`src/rtl/cnt8_pkg.sv`:
```
// ============================================================================
// Module      : cnt8_pkg
// Description : Shared types and constants for the 8-bit reload timer.
// Revision    : 1.0 - initial release
// ============================================================================
`default_nettype none

package cnt8_pkg;

    localparam int WIDTH = 8;

    typedef logic [WIDTH-1:0] cnt_t;

    localparam cnt_t ALL_ONES = '1;

    typedef enum logic [0:0] {
        RUN  = 1'b0,
        HALT = 1'b1
    } tmr_state_e;

endpackage

`default_nettype wire

```
`src/rtl/cnt8_next_state.sv`:
```
// ============================================================================
// Module      : cnt8_next_state
// Description : Combinational load/count/reload next-state logic with
//               hold-when-idle and terminal-count detection.
// Revision    : 1.0 - initial release
// ============================================================================
`default_nettype none

module cnt8_next_state
    import cnt8_pkg::*;
(
    input  cnt_t count,
    input  logic load,
    input  cnt_t load_data,
    input  logic active,
    input  cnt_t reload_val,
    input  logic halted,
    output cnt_t next_count,
    output logic tc
);

    always_comb begin
        next_count = count;
        tc         = 1'b0;
        if (load) begin
            next_count = load_data;
        end else if (!halted && active) begin
            if (count == ALL_ONES) begin
                next_count = reload_val;
                tc         = 1'b1;
            end else begin
                next_count = count + 1'b1;
            end
        end
    end

endmodule

`default_nettype wire

```
`src/rtl/cnt8_reload_timer.sv`:
```
// ============================================================================
// Module      : cnt8_reload_timer
// Description : Registered 8-bit auto-reload counter with one-shot mode,
//               sticky acknowledged event flag and missed-event counter.
// Revision    : 1.0 - initial release
// ============================================================================
`default_nettype none

module cnt8_reload_timer #(
    parameter int WIDTH  = 8,
    parameter int MISS_W = 4
) (
    input  logic              clk,
    input  logic              rst_n,
    input  logic              load,
    input  logic [WIDTH-1:0]  load_data,
    input  logic              cnt_en,
    input  logic              inhibit,
    input  logic              reload_wr,
    input  logic [WIDTH-1:0]  reload_data,
    input  logic              oneshot,
    input  logic              evt_ack,
    output logic [WIDTH-1:0]  count,
    output logic              tc,
    output logic              tc_pulse,
    output logic              evt_flag,
    output logic [MISS_W-1:0] miss_cnt,
    output logic              halted
);

    import cnt8_pkg::*;

    localparam logic [MISS_W-1:0] C_MISS_MAX = '1;

    tmr_state_e        r_state;
    tmr_state_e        w_state_next;
    logic [WIDTH-1:0]  r_count;
    logic [WIDTH-1:0]  r_reload;
    logic              r_tc_pulse;
    logic              r_evt_flag;
    logic [MISS_W-1:0] r_miss_cnt;
    logic [WIDTH-1:0]  w_next_count;
    logic              w_tc;
    logic              w_halted;
    logic              w_active;

    assign w_halted = (r_state == HALT);
    assign w_active = cnt_en & ~inhibit;

    cnt8_next_state u_next_state (
        .count      (r_count),
        .load       (load),
        .load_data  (load_data),
        .active     (w_active),
        .reload_val (r_reload),
        .halted     (w_halted),
        .next_count (w_next_count),
        .tc         (w_tc)
    );

    always_comb begin
        w_state_next = r_state;
        case (r_state)
            RUN:     if (w_tc && oneshot) w_state_next = HALT;
            HALT:    if (load)            w_state_next = RUN;
            default: w_state_next = RUN;
        endcase
    end

    always_ff @(posedge clk or negedge rst_n) begin
        if (!rst_n) begin
            r_state    <= RUN;
            r_count    <= '0;
            r_reload   <= '0;
            r_tc_pulse <= 1'b0;
        end else begin
            r_state    <= w_state_next;
            r_count    <= w_next_count;
            r_tc_pulse <= w_tc;
            // A write landing on a reload edge only affects the next reload.
            if (reload_wr) begin
                r_reload <= reload_data;
            end
        end
    end

    always_ff @(posedge clk or negedge rst_n) begin
        if (!rst_n) begin
            r_evt_flag <= 1'b0;
            r_miss_cnt <= '0;
        end else begin
            if (w_tc) begin
                r_evt_flag <= 1'b1;
            end else if (evt_ack) begin
                r_evt_flag <= 1'b0;
            end

            // An ack arriving with a new event retires the old one, so no miss.
            if (load) begin
                r_miss_cnt <= '0;
            end else if (w_tc && r_evt_flag && !evt_ack && (r_miss_cnt != C_MISS_MAX)) begin
                r_miss_cnt <= r_miss_cnt + 1'b1;
            end
        end
    end

    assign count    = r_count;
    assign tc       = w_tc;
    assign tc_pulse = r_tc_pulse;
    assign evt_flag = r_evt_flag;
    assign miss_cnt = r_miss_cnt;
    assign halted   = w_halted;

endmodule

`default_nettype wire

```
`config.mk`:
```
export PLATFORM = sky130hd
export DESIGN_NAME = cnt8_reload_timer
export DESIGN_NICKNAME = d
export VERILOG_FILES = /design/src/rtl/cnt8_pkg.sv /design/src/rtl/cnt8_next_state.sv /design/src/rtl/cnt8_reload_timer.sv
export SDC_FILE = /design/constraint.sdc
export NUM_CORES = 1
export LEC_CHECK = 0
export ABC_AREA = 1
export ABC_CLOCK_PERIOD_IN_PS = 1900
export CAP_MARGIN = 10
export CORE_MARGIN = 2
export CORE_UTILIZATION = 46
export DETAILED_ROUTE_END_ITERATION = 12
export GPL_ROUTABILITY_DRIVEN = 0
export PLACE_DENSITY = 0.9
export SYNTH_ARGS = -nofsm -noshare
export SYNTH_HDL_FRONTEND = slang
export SYNTH_SLANG_ARGS = --single-unit
```
`constraint.sdc`:
```
create_clock -name clk -period 1.9 [get_ports clk]
set_input_delay 0.285 -clock clk [delete_from_list [all_inputs] [get_ports clk]]
set_output_delay 0.285 -clock clk [all_outputs]
set_load 0.01 [all_outputs]
```
==> parameters.txt <==
Parameter                              Value

Status
  Run status ... complete, no violations

Route
  DR DRC count ... 0
  Via-to-Cell Ratio ... between 5 and 6
  Remaining number of nets flagged by the antenna check after routing ... 0
  Drt pass-1 iters ... 5
  Wirelength per Cell ... roughly 12 µm
  Final wirelength ... 3.145 mm
  Number of vias in the routed layout ... approximately 1,300
  Number of violations reported at the end of detailed-routing iteration 0 ... 30

Synth
  Dominant synthesized flop cell ... dfrtp_1
  Asr flop ratio synth ... 100.0%
  Average size of a mapped cell ... between 7 and 8 µm²
  Top cells by area in the synthesized netlist ... dfrtp_1 (44%), nand2_1 (14%), nor2_1 (6.3%)
  Unique masters post-synth ... 26
  Synth Instances ... 171
  Share of the synthesized area in the top cell type ... around 44%
  Synthesized netlist net count ... approximately 200
  Leading area contributor after synthesis ... dfrtp_1
  Seq/Total Area, Yosys ... between 40% and 50%
  Count of state elements after synthesis ... 23
  Post-Syn Area ... about 1300 µm²
  Number of synthesis warnings ... 0
  Number of flops mapped to enable cells by yosys ... 0

Clock network
  CTS tree ... done
  CTS Root Cell ... clkbuf_4
  Clock-pin slew reported for the worst setup and hold paths after clock tree synthesis ... roughly 0.13 ns
  Worst-skew pair later-pin latency ... 0.32 ns
  Buffers from clock root to sink, at most ... 2
  Maximum level of the CTS H-tree ... 1
  Sink Count ... 23
  Inserted Clock Buffers ... 3

Timing
  Peak clock frequency supported by timing ... 547.6 MHz
  Post-route fraction of the period consumed by the critical path ... between 90% and 100%
  Final worst hold slack ... ~0.3 ns
  Post-route setup TNS ... 0 ns
  RSZ-0062 raised after global routing ... no
  Transition at the pin with the smallest max-transition slack ... between 0.3 and 0.4 ns
  Final hold violation count ... 0
  Number of endpoints failing setup at the final stage ... 0
  Post-layout minimum cycle time ... ~1.8 ns
  Relative slew margins ... around three quarters
  Final slew viol count ... 0
  Worst clock skew ... between 0.0015 and 0.002 ns

Pwr
  Clk network pwr share ... between 20% and 30%
  Share of total power in sequential cells ... between 40 and 50%
  Cell-internal power ... about 0.00081 W
  Net switching power figure ... approximately 0.00036 W
  Switching Share ... 30.59%
  Peak supply drop ... ~0.47 mV
  Leakage power total ... 0.9173 nW
  Power density over the cells ... approximately 620 nW/µm²
  Combinational power share ... between 30 and 40%

Setup path
  CP Cell Sequence ... ha_1, nand2_1, nor2_4, nand2_4, nor3_4, buf_2
  Startpoint kind of the worst setup timing path ... flip-flop
  Critical Path Slowest Stage Cell ... dfrtp_1
  FF-to-FF Start ... count[0]$_DFFE_PN0P_
  Reg2reg path depth ... 9
  Slack of the worst reg-to-reg path ... 0.27 ns
  Classification of the worst setup path ... flip-flop to primary output
  Combined buffer and inverter count along the critical path ... 1
  Max stage delay on crit path ... 0.39 ns
  Required @ worst endpoint ... 1.62 ns
  Worst path top cell family by delay ... simple AND/OR/NAND/NOR gates
  Data arrival at the endpoint of the critical path ... roughly 1.5 ns
  Worst reg2reg path endpoint ... miss_cnt[0]$_DFFE_PN0P_
  CP Max Fanout ... 3
  Crit. End Element ... primary output

Global route
  Global-route usage over all layers ... 20.19%
  GRT Residual Overflow ... 0
  Layer with the highest usage ... met2
  GRT met2 Usage ... between 30% and 40%
  Met3 track demand over resource ... under 10%
  Wire length of the first global-routing pass ... roughly 5.2 mm
  Met1 global-route usage ... 25.83%
  Vias in the first global route ... 1,238
  Pin count of the biggest net entering global routing ... 24
  Initial antenna violation count ... 0

Floorplanning
  Top-level I/O count ... 40
  Standard-cell rows ... 19
  Placeable Area ... around 2700 µm²
  Die H ... roughly 57 µm
  Total Die Area ... 3296 µm²
  Effective utilization at floorplan ... a little under 50%
  Die width ... ~57 µm

Final layout
  Most frequent standard cell in the layout excluding fill and tap cells ... nand2_1
  Post-Route Utilization ... a little under 70%
  Inserted Diodes ... 0
  Net total in the final layout ... around 250
  Area Growth Syn to Fin ... 42.14%
  Layout cell share with drive strength beyond 1 ... about 16%
  Most frequent cells in the layout ... nand2_1 (50), clkdlybuf4s50_1 (38), dfrtp_1 (23)

Placed design
  Post-DP HPWL ... roughly 2.3 mm
  Count of port buffers added during placement ... 39

Job
  Number of violations of the max-capacitance limit ... 0

Min path
  Hold/Removal Path Class ... primary input to asynchronous set/reset pin
[flip-flops by register name, summed over array words and instances, names as in the netlist]
register / flops
tc_pulse: 1
evt_flag: 1
halted: 1
count: 8
r_reload: 8
miss_cnt: 4
[area by class of cell]
cell class	count	area, µm²
clock buffer	4	26.28
fill	225	868.3
multi-input combinational	122	640.6
sequential	23	575.6
inverter	21	78.83
timing repair buffer	55	505.5
tap	31	38.79
[how the worst max path moves through the flow]
stage | startpoint | endpoint | slack, ns | depth (start not counted)
after floorplan | count[1]$_DFFE_PN0P_ | tc | 0.36 | 5
after global placement | inhibit | tc | -0.11 | 4
after detailed placement | inhibit | tc | -0.19 | 4
after CTS | count[0]$_DFFE_PN0P_ | tc | 0.008 | 6
after global routing | count[0]$_DFFE_PN0P_ | tc | 0.03 | 6
final | count[0]$_DFFE_PN0P_ | tc | 0.07 | 6
[cells by family after synthesis]
family / synth area share (%)
AOI/OAI and AO/OA: 7.816
and+or+nand+nor: 34.80
muxes: 3.432
buffers and inverters: 8.199
adders and majority gates: 1.906
DFF: 43.85
[Yosys cell counts (all sizes together) (3+ instances only)]
cell and n:
o21ai 9, o211ai 3, mux2 4, buf 3
inv 21, a21oi 4, nor2 25, nand4 5
nand3 13, dfrtp 23, nand2 52
[metal layers]
metal,routed length [µm],vias up
met5,0,-
met4,82,0
met3,140,8
met2,1578,43
met1,1343,592
li1,-,655
[stage by stage]
step           std cells  worst slack [ns]  power [W]  instance area [µm²]
6_report             256           0.07380   0.001162                 1866
5_1_grt              256           0.02659   0.001229                 1866
4_1_cts              255          0.007700   0.001166                 1858
3_5_place_dp         250           -0.1867  0.0009253                 1818
3_3_place_gp         250           -0.1110  0.0009156                 1818
2_1_floorplan        171            0.3640  0.0007323                 1313
[power by group through the flow]
stage / sequential [W] / clock (W) / combinational (W)
2_1_floorplan: 0.000589 / 0 / 0.000143
3_3_place_gp: 0.000560 / 0 / 0.000356
3_5_place_dp: 0.000563 / 0 / 0.000363
4_1_cts: 0.000553 / 0.000242 / 0.000371
5_1_grt: 0.000558 / 0.000259 / 0.000412
6_report: 0.000553 / 0.000234 / 0.000376
[timing repair]
| action | 4_1_cts | 5_1_grt |
|---|---|---|
| setup endpoints to repair | 1 | 1 |
| buffers inserted | 1 | 1 |
| resized for setup | 4 | 2 |
| pin swaps | 0 | 1 |
| hold buffers | 0 | 0 |
(Power assumes the default switching activity.)
